[config.mk]
export PLATFORM = sky130hd
export DESIGN_NAME = spi_master_6502
export DESIGN_NICKNAME = d
export VERILOG_FILES = /design/src/rtl/spi_6502_pkg.sv /design/src/rtl/spi_clkgen.sv /design/src/rtl/spi_master_6502.sv
export SDC_FILE = /design/constraint.sdc
export NUM_CORES = 1
export LEC_CHECK = 0
export ABC_AREA = 1
export BUFFER_PORTS_ARGS = -buffer_cell sky130_fd_sc_hd__buf_2
export CAP_MARGIN = 10
export CORE_ASPECT_RATIO = 0.6
export CORE_MARGIN = 4
export CORE_UTILIZATION = 35
export CTS_CLUSTER_DIAMETER = 40
export DETAILED_ROUTE_END_ITERATION = 10
export SETUP_SLACK_MARGIN = 0.1
export SYNTH_ARGS = -nofsm -noshare
export SYNTH_HDL_FRONTEND = slang
export SYNTH_SLANG_ARGS = --single-unit
[constraint.sdc]
create_clock -name clk -period 2.9 [get_ports clk]
set_input_delay 0.145 -clock clk [delete_from_list [all_inputs] [get_ports clk]]
set_output_delay 0.145 -clock clk [all_outputs]
set_load 0.02 [all_outputs]
[src/rtl/spi_6502_pkg.sv]
// Shared definitions for the 6502-bus SPI master: register map, status/control
// bit positions, the half-period terminal count and the FSM state type.
package spi_6502_pkg;

  // Register select values (CPU_AB[1:0])
  localparam logic [1:0] REG_DATA = 2'd0;
  localparam logic [1:0] REG_CTRL = 2'd1;
  localparam logic [1:0] REG_DIV  = 2'd2;
  localparam logic [1:0] REG_SS   = 2'd3;

  // Bit positions inside the CTRL/STAT register
  localparam int ST_BUSY = 7;
  localparam int ST_DONE = 6;
  localparam int CT_IE   = 0;
  localparam int CT_CPOL = 1;
  localparam int CT_CPHA = 2;

  // A byte takes 16 sck half-periods; the counter parks here when idle
  localparam logic [4:0] HP_END = 5'd16;

  typedef enum logic {
    S_IDLE,
    S_SHIFT
  } state_t;

endpackage

[src/rtl/spi_clkgen.sv]
// SCK timing generator for spi_master_6502. On start it latches the divider and
// then emits one-clk strobes at the end of every (div+1)-clk half-period:
// lead_edge on half-periods 0,2,..14 and trail_edge on 1,3,..15. hp_cnt counts
// completed half-periods and rests at HP_END when no transfer is running.
module spi_clkgen
  import spi_6502_pkg::*;
(
  input  logic       clk,
  input  logic       reset,
  input  logic       start,
  input  logic [7:0] div,
  output logic       lead_edge,
  output logic       trail_edge,
  output logic [4:0] hp_cnt
);

  logic [7:0] cnt;
  logic [7:0] div_q;
  logic       edge_now;

  assign edge_now   = (hp_cnt != HP_END) && (cnt == 8'd0);
  assign lead_edge  = edge_now & ~hp_cnt[0];
  assign trail_edge = edge_now &  hp_cnt[0];

  // Divider down-counter and half-period counter
  always_ff @(posedge clk or negedge reset) begin
    // NOTE: state registers use non-blocking assignments so every flop samples
    // pre-edge values and simulation matches the synthesised hardware.
    if (!reset) begin
      cnt    <= 8'd0;
      div_q  <= 8'd0;
      hp_cnt <= HP_END;
    end else if (start) begin
      cnt    <= div;
      div_q  <= div;
      hp_cnt <= 5'd0;
    end else if (edge_now) begin
      cnt    <= div_q;
      hp_cnt <= hp_cnt + 5'd1;
    end else if (hp_cnt != HP_END) begin
      cnt    <= cnt - 8'd1;
    end
  end

endmodule

[src/rtl/spi_master_6502.sv]
// Byte-wide SPI master on the 6502 bus (DATA, CTRL/STAT, DIV, SS registers).
// A DATA write in IDLE starts a 16-half-period transfer; completion sets DONE,
// which drives the level irq when IE is set. Reading DATA clears DONE, but a
// completion on the same clk wins.
// Build option: define SPI_MODE_EN to make CPOL/CPHA in CTRL live; otherwise the
// block is fixed to mode 0 and CTRL[2:1] read as zero.
module spi_master_6502
  import spi_6502_pkg::*;
#(
  parameter logic [7:0] DIV_RST = 8'd3,
  parameter int         CS_W    = 4
) (
  input  logic            clk,
  input  logic            reset,
  input  logic            cs,
  input  logic            we,
  input  logic [1:0]      rs,
  input  logic [7:0]      din,
  output logic [7:0]      dout,
  output logic            sck,
  output logic            mosi,
  input  logic            miso,
  output logic [CS_W-1:0] ss_n,
  output logic            irq
);

  state_t          state, state_next;
  logic            wr, rd;
  logic            start, finish;
  logic            lead_edge, trail_edge;
  logic [4:0]      hp_cnt;
  logic [7:0]      div_q;
  logic [7:0]      rx;
  logic [7:0]      sr;
  logic [7:0]      status;
  logic [7:0]      rd_mux;
  logic [CS_W-1:0] ss_q;
  logic            ie, done;
  logic            cpol, cpha;
  logic            cur_cpol, cur_cpha;
  logic            smp;

  assign wr   = cs & we;
  assign rd   = cs & ~we;
  assign ss_n = ~ss_q;
  assign irq  = done & ie;

  spi_clkgen u_clkgen (
    .clk        (clk),
    .reset      (reset),
    .start      (start),
    .div        (div_q),
    .lead_edge  (lead_edge),
    .trail_edge (trail_edge),
    .hp_cnt     (hp_cnt)
  );

`ifdef SPI_MODE_EN
  // Live clock polarity/phase bits; sampled by the datapath at transfer start
  always_ff @(posedge clk or negedge reset) begin
    if (!reset) begin
      cpol <= 1'b0;
      cpha <= 1'b0;
    end else if (wr && rs == REG_CTRL) begin
      cpol <= din[CT_CPOL];
      cpha <= din[CT_CPHA];
    end
  end
`else
  assign cpol = 1'b0;
  assign cpha = 1'b0;
`endif

  // FSM state register
  always_ff @(posedge clk or negedge reset) begin
    if (!reset) state <= S_IDLE;
    else        state <= state_next;
  end

  // FSM next state plus start/finish strobes
  always_comb begin
    // NOTE: every output gets a default first so no path leaves a value
    // unassigned, which would otherwise infer a latch.
    state_next = state;
    start      = 1'b0;
    finish     = 1'b0;
    unique case (state)
      S_IDLE: begin
        if (wr && rs == REG_DATA) begin
          start      = 1'b1;
          state_next = S_SHIFT;
        end
      end
      S_SHIFT: begin
        if (hp_cnt == HP_END) begin
          finish     = 1'b1;
          state_next = S_IDLE;
        end
      end
      default: state_next = S_IDLE;
    endcase
  end

  // Software-visible control registers; writes are accepted even while busy
  always_ff @(posedge clk or negedge reset) begin
    if (!reset) begin
      ie    <= 1'b0;
      div_q <= DIV_RST;
      ss_q  <= '0;
    end else if (wr) begin
      case (rs)
        REG_CTRL: ie    <= din[CT_IE];
        REG_DIV:  div_q <= din;
        REG_SS:   ss_q  <= din[CS_W-1:0];
        default:  ;
      endcase
    end
  end

  // DONE flag: completion has priority over the clearing DATA read
  always_ff @(posedge clk or negedge reset) begin
    if (!reset)                       done <= 1'b0;
    else if (finish)                  done <= 1'b1;
    else if (rd && rs == REG_DATA)    done <= 1'b0;
  end

  // Shifter, sck/mosi generation and RX capture
  always_ff @(posedge clk or negedge reset) begin
    if (!reset) begin
      sr       <= 8'd0;
      rx       <= 8'd0;
      sck      <= 1'b0;
      mosi     <= 1'b0;
      smp      <= 1'b0;
      cur_cpol <= 1'b0;
      cur_cpha <= 1'b0;
    end else if (start) begin
      sr       <= din;
      cur_cpol <= cpol;
      cur_cpha <= cpha;
      sck      <= cpol;
      // With CPHA=1 the first bit appears on the first sck edge instead
      if (!cpha) mosi <= din[7];
    end else if (finish) begin
      rx  <= sr;
      sck <= cur_cpol;
    end else if (state == S_SHIFT) begin
      if (lead_edge || trail_edge) sck <= ~sck;
      if (lead_edge) begin
        if (cur_cpha) mosi <= sr[7];
        else          smp  <= miso;
      end
      if (trail_edge) begin
        if (cur_cpha) begin
          sr <= {sr[6:0], miso};
        end else begin
          sr   <= {sr[6:0], smp};
          mosi <= sr[6];
        end
      end
    end else begin
      sck <= cpol;
    end
  end

  // Status word and read-data mux
  always_comb begin
    status          = 8'd0;
    status[ST_BUSY] = (state == S_SHIFT);
    status[ST_DONE] = done;
    status[CT_CPHA] = cpha;
    status[CT_CPOL] = cpol;
    status[CT_IE]   = ie;
    case (rs)
      REG_DATA: rd_mux = rx;
      REG_CTRL: rd_mux = status;
      REG_DIV:  rd_mux = div_q;
      REG_SS:   rd_mux = 8'(ss_q);
      default:  rd_mux = 8'd0;
    endcase
  end

  // Registered read port: updates only on a CPU read cycle
  always_ff @(posedge clk or negedge reset) begin
    if (!reset)  dout <= 8'd0;
    else if (rd) dout <= rd_mux;
  end

endmodule

After elaboration in Yosys (flattened, before gate mapping)

Cells that the tools add are included.

Bits in writable memories: 0
Register bits: 63
Latch bits: 0
Memory bits (read-only): 0
Output and inout bits: 15
Word-level logic and storage cells: 80
Bits of input ports: 15
Memories: 0

$add $sub $neg: 2
Eq/ne operators: 8
Bitwise logic cells: 12
Shifts and indexed selects: 0
Divide/modulo/power cells: 0
Order comparisons: 0
Reduce and logical (&&, ||, !) cells: 18
Multiply operators: 0
Multiplexer cells: 26

Operator list:

| operator                                                                 | number |
|---|---|
| 8-bit two-way mux                                                        | 7 |
| 8-bit one-hot mux with 4 select lines                                    | 1 |
| 1-bit two-way mux                                                        | 15 |
| 5-bit two-way mux                                                        | 2 |
| 8-bit zero test                                                          | 1 |
| 4-bit by 1-bit inequality test with 1-bit output (second input constant) | 2 |
| 2-bit AND reduction                                                      | 4 |
| 2-bit nonzero test                                                       | 4 |
| 8-bit by 1-bit subtractor with 8-bit output (second input constant)      | 1 |
| 1-bit NOT                                                                | 6 |
| 3-bit AND reduction                                                      | 2 |
| 5-bit by 1-bit adder with 5-bit output (second input constant)           | 1 |
| 1-bit bitwise AND                                                        | 5 |
| 5-bit equality test (second input constant)                              | 1 |
| 5-bit inequality test (second input constant)                            | 1 |
| 2-bit equality test (second input constant)                              | 2 |
| 4-bit NOT                                                                | 1 |
| 4-bit AND reduction                                                      | 1 |
| 1-bit logical AND                                                        | 3 |
| 3-bit nonzero test                                                       | 1 |
| 2-bit by 1-bit equality test with 1-bit output (second input constant)   | 1 |
| 2-bit zero test                                                          | 1 |
| 2-bit inequality test (second input constant)                            | 1 |
| 1-bit one-hot mux with 2 select lines                                    | 1 |
| 1-bit logical OR                                                         | 1 |

Longest topological paths before layout

Word-level depth: 8
Mapped depth: 13
Mapped depth without buffers: 12

By module

Synthesis repeated with hierarchy kept, for this count alone.

Cell total of the unflattened synthesis: 417
Area total of the unflattened synthesis: 3342.0 µm²

By module, submodules not included:

| module          | area an instance (µm²) | sequential area each (µm²) | cells each | times used |
|---|---|---|---|---|
| spi_master_6502 | 2034.5                 | 1053.5                     | 239        | 1 |
| spi_clkgen      | 1307.5                 | 526.8                      | 178        | 1 |

Worst setup path after synthesis

OpenSTA, ideal clock, no wires.

Path kind: reg2reg
From: reg u_clkgen.hp_cnt[0]
To: reg rx[0]
Data required time: 2775 ps
Arrival time: 1394 ps
Path slack: 1382 ps
Setup time: 125 ps
Cell stages (with the launch flop): 9
Path buffers: 0
Period minus slack after synthesis: 1518 ps
Cells stage by stage: dfrtp_1 > inv_1 > ha_1 > nand2_1 > inv_1 > nand2_4 > inv_2 > nand2_4 > mux2_2

Cells in the longest elaborated chain, start to end: 4

Ends and longest elaborated chain:

| what                                 | line                   | RTL |
|---|---|---|
| start: declaration                   | spi_clkgen.sv:14       | `output logic [4:0] hp_cnt` |
| start signal: assignment             | spi_clkgen.sv:39       | `hp_cnt <= hp_cnt + 5'd1;` |
| 5-bit equality test                  | spi_master_6502.sv:95  | `if (hp_cnt == HP_END) begin` |
| 1-bit two-way mux                    | spi_master_6502.sv:95  |  |
| 1-bit two-way mux                    | spi_master_6502.sv:87  | `unique case (state)` |
| 2-bit AND reduction (no source line) | n/a                    |  |
| end signal: assignment               | spi_master_6502.sv:145 | `rx <= sr;` |
| end: declaration                     | spi_master_6502.sv:33  | `logic [7:0] rx;` |

Every way passes these cells.
A chain may end at the register's enable or synchronous reset.

Final worst setup path

From: reg state
To: reg mosi

Cells in the longest elaborated chain, start to end: 3
Elaborated cells on any way between the ends: 7
Those cells by class: 2 x eq/ne; 3 x mux; 2 x reduce/logical

Ends and longest elaborated chain:

| what                                                                                      | line                   | RTL |
|---|---|---|
| start: declaration                                                                        | spi_master_6502.sv:27  | `state_t state, state_next;` |
| start signal: assignment                                                                  | spi_master_6502.sv:77  | `else state <= state_next;` |
| 1-bit two-way mux                                                                         | spi_master_6502.sv:87  |  |
| 4-bit by 1-bit inequality test with 1-bit output (no source line) (tied with other cells) | n/a                    |  |
| 3-bit AND reduction (no source line)                                                      | n/a                    |  |
| end signal: assignment                                                                    | spi_master_6502.sv:143 | `if (!cpha) mosi <= din[7];` |
| end signal: assignment                                                                    | spi_master_6502.sv:150 | `if (cur_cpha) mosi <= sr[7];` |
| end signal: assignment                                                                    | spi_master_6502.sv:158 | `mosi <= sr[6];` |
| end: declaration                                                                          | spi_master_6502.sv:21  | `output logic mosi,` |

Parallel ways exist; a longest one is shown, timed or not.

==> results <==
- The flow ran to the end, but the final reports show violations.
- The checks that failed: hold timing.
- The switching power is 995 µW.
- The die is 132 µm wide.
- In the post-synthesis netlist, the biggest area contributors are sky130_fd_sc_hd__dfrtp_1 47%, sky130_fd_sc_hd__nand2_1 11%, sky130_fd_sc_hd__nand3_1 6.7%, sky130_fd_sc_hd__inv_1 6.4%, sky130_fd_sc_hd__o21ai_0 5.7%.
- The worst path needs 1.99 ns of the cycle, external delays included.
- IR analysis of the VDD net gives a maximum drop of 0.000356 V.
- Setup slack on the worst reg-to-reg path comes out at 0.91 ns.
- The worst setup path is of the flop to flop kind.
- The weighted congestion reported at the end of routability-driven placement is 0.838.
- The floorplan core area is 8720 µm².
- In the routed layout, each cell is associated on average with a via count of 5.02.
- The biggest area contributor in the post-synthesis netlist is sky130_fd_sc_hd__dfrtp_1.
- The TritonCTS sink count is 63.
- The finished cells cover 3700 µm².
- For this configuration, the core starts out at a cell density of 36.9%.
- TritonCTS built the clock tree.
- The max-slew violation total from the final report is 0.
- The tightest hold path in the finished design has a slack of -0.0256 ns.
- The synthesized area per cell is 8.39 µm².
- The count of buffers added by post-CTS timing repair for setup is 0.
- In the final layout, the share of cells above drive strength 1 is 18.6%.
- Before CTS, the worst setup slack after placement is 0.962 ns.
- The source-to-sink clock delay at the later pin of the worst-skew pair is 0.33 ns.
- The number of antenna violations at the first check in global routing is 0.
- The proportion of register bits with asynchronous set or reset after synthesis is 100%.
- The DRC violation count after routing is 0.
- The post-layout utilization of the core is 42.5%.
- The number of clock buffers added by TritonCTS is 9.
- The die area is 10,900 µm².
- Power spread over the standard cell area amounts to 790 nW/µm².
- The number of flip-flops and latches in the synthesized netlist is 63.
- The placement-stage cell area is 3420 µm².
- 0 antenna diodes ended up in the layout.
- Of the total power, combinational logic draws 25.8%.
- The clock transition time at the flip-flop clock pins of the worst setup and hold paths is 0.05 ns.
- The iteration count of the initial detailed-routing pass is 5.
- The sequential share of the synthesized area is 49.1%.
- The timing-limited maximum frequency is 504 MHz.
- The post-synthesis net count is 403.
- The most used flip-flop cell after synthesis is sky130_fd_sc_hd__dfrtp_1.
- Per report_power, the clock group accounts for 34.1% of the total.
- For this run, the number of Yosys warnings is 0.
- The die is 82.3 µm tall.
- The cell leakage power is 1.91 nW.
- The final worst setup slack is 0.914 ns.
- The number of failing setup endpoints in the final timing report is 0.
- The number of global-route vias before repair is 2,602.
- The tree is rooted in a sky130_fd_sc_hd__clkbuf_16.
- The worst setup path is captured at a flop.
- At the worst endpoint, the required time is 3.11 ns.
- The ratio of final minimum period to clock period is 68.5%.
- Summed over all nets, the half-perimeter wirelength after detailed placement is 5.88 mm.
- The remaining antenna violation count after routing is 0.
- Of the total power, registers draw 40.1%.
- After clock tree synthesis, the repair step resized 0 gates.
- At the end of the flow, the number of nets in the layout was 433.
- The top cell type's share of synthesized area is 46.6%.
- The count of routing violations after the opening detailed-route iteration is 217.
- In this run the deepest clock path goes through 2 buffers.
- The number of flops mapped to enable cells by yosys is 0.
- In this run the worst path has a maximum fanout of 54.
- By instance count, the leading cell after synthesis is sky130_fd_sc_hd__nand2_1.
- Counting every instance in the synthesized netlist gives 384.
- The path type of the worst min-delay path is input pin to async pin.
- The total number of vias is 2,664.
- The number of H-tree levels is 3.
- The worst setup path is launched from a flop.
- Max-cap violations in this run came to 0.
- Setup repair after global routing left no endpoint under its margin.
- The final setup skew is 0.00630 ns.
- The number of hold buffers added after CTS was 0.
- The final routed wirelength across all metal layers is 8.18 mm.
- The finished layout holds 531 standard cells, fillers aside.
- Pin placement for this block handled 30 I/O pins.
- From synthesis to final layout, the design area changed by 14.9%.
- After routing, the total negative slack on setup checks comes to 0 ns.
- After detailed placement, the design holds a cell count of 515.
- The critical path data arrival time is 2.20 ns.
- The total track usage is 16.5%.
- After floorplanning, the core was divided into 26 placement rows.
- The switching share of power is 34.1%.
- After detailed routing, the average wire length per cell comes to 15.4 µm.
- In the synthesized netlist, the cells that appear most often are 97 x sky130_fd_sc_hd__nand2_1, 60 x sky130_fd_sc_hd__dfrtp_1, 55 x sky130_fd_sc_hd__inv_1, 43 x sky130_fd_sc_hd__nand3_1, 37 x sky130_fd_sc_hd__o21ai_0.
- Global routing finished with a remaining overflow of 0.
- Headroom to the max-slew limit came out at 46.8%.
- The total power is 2.92 mW.
- The pin count of the biggest net entering global routing is 64.
- The count of buffers from port buffering is 29.
- The delay contributed by the slowest stage of the critical path is 0.59 ns.
- The number of endpoints with negative hold slack in the final report is 25.
- Yosys mapped the design onto 32 distinct sky130hd cell types.
- Cell internal power was estimated by the tool at 1.93 mW.
- The slowest cell on the critical path is sky130_fd_sc_hd__dfrtp_1.
- The area of the mapped netlist is 3220 µm².
- At the pin with the least slew margin, the transition time is 0.799 ns.
- The first global-routing pass estimated 13.6 mm of wire.
- Traced cell by cell, the critical path runs through nor2_4 > nand2_4 > inv_2 > or2_1 > nand3_2 > nand2_1.
==> per-layer routing <==
layer  track usage, %  vias up  part of all wire [%]
met5                0        -                     0
met4             5.03        0                   1.2
met3             5.87        9                   6.5
met2             22.0       86                    39
met1             24.5     1273                    53
li1                 -     1296                     -
==> layout make-up <==
cell class,instances,area (µm²)
Fill cell,921,5020
Inverter,59,221
Sequential cell,63,1580
Timing Repair Buffer,31,160
Clock buffer,12,256
Tap cell,112,140
Multi-Input combinational cell,250,1320
Clock inverter,4,20.0
==> registers in the layout, indices dropped and copies added, names as in the netlist, 4 cells and up <==
signal	cells
div_q	8
dout	8
rx	8
sr	8
u_clkgen.cnt	8
u_clkgen.div_q	8
u_clkgen.hp_cnt	5
ss_q	4
==> power by group through the flow <==
stage / Clock [mW] / Sequential, mW / Combinational (mW)
2_1_floorplan: 0 / 1.17 / 0.537
3_3_place_gp: 0 / 1.18 / 0.748
3_5_place_dp: 0 / 1.18 / 0.753
4_1_cts: 1.02 / 1.17 / 0.759
5_1_grt: 1.07 / 1.19 / 0.861
6_report: 0.997 / 1.17 / 0.755
==> worst max-delay path: cells and delay by family (launching register included) <==
family                 cells  cell delay [ns]
and+or+nand+nor            5             1.10
DFF                        1             0.59
buffers and inverters      1             0.15
==> final timing paths <==
check / end / cells past startpoint / from
max: mosi / 6 / state
min: ss_q[3] / 2 / reset
max reg2reg: mosi / 6 / state
min reg2reg: div_q[6] / 2 / div_q[6]
max in group asynchronous: rx[4] / 2 / reset
min in group clk: ss_q[3] / 3 / din[3]
==> cells in the final DEF, fill, tap and decap left out, types with 4 or more instances in the layout <==
master / count
sky130_fd_sc_hd__nand2_1: 97
sky130_fd_sc_hd__dfrtp_1: 60
sky130_fd_sc_hd__inv_1: 55
sky130_fd_sc_hd__nand3_1: 43
sky130_fd_sc_hd__o21ai_0: 37
sky130_fd_sc_hd__buf_2: 29
sky130_fd_sc_hd__nor2_1: 11
sky130_fd_sc_hd__o22ai_1: 10
sky130_fd_sc_hd__clkbuf_16: 9
sky130_fd_sc_hd__mux2_2: 8
sky130_fd_sc_hd__a21oi_1: 8
sky130_fd_sc_hd__nand2_2: 5
sky130_fd_sc_hd__inv_2: 4
sky130_fd_sc_hd__ha_1: 4
sky130_fd_sc_hd__clkinv_2: 4
==> logic make-up after synthesis <==
| kind of cell | Yosys count | synth area share [%] |
|---|---|---|
| multiplexers | 8 | 2.80 |
| AND/OR/NAND/NOR | 170 | 24.7 |
| adder cells (fa/ha/maj) | 4 | 1.55 |
| AO/OA/AOI/OAI | 63 | 10.6 |
| flip-flops | 63 | 49.1 |
| XOR/XNOR | 5 | 1.36 |
| buffers and inverters | 71 | 9.87 |
No activity file was read; power rests on OpenSTA's default activity.
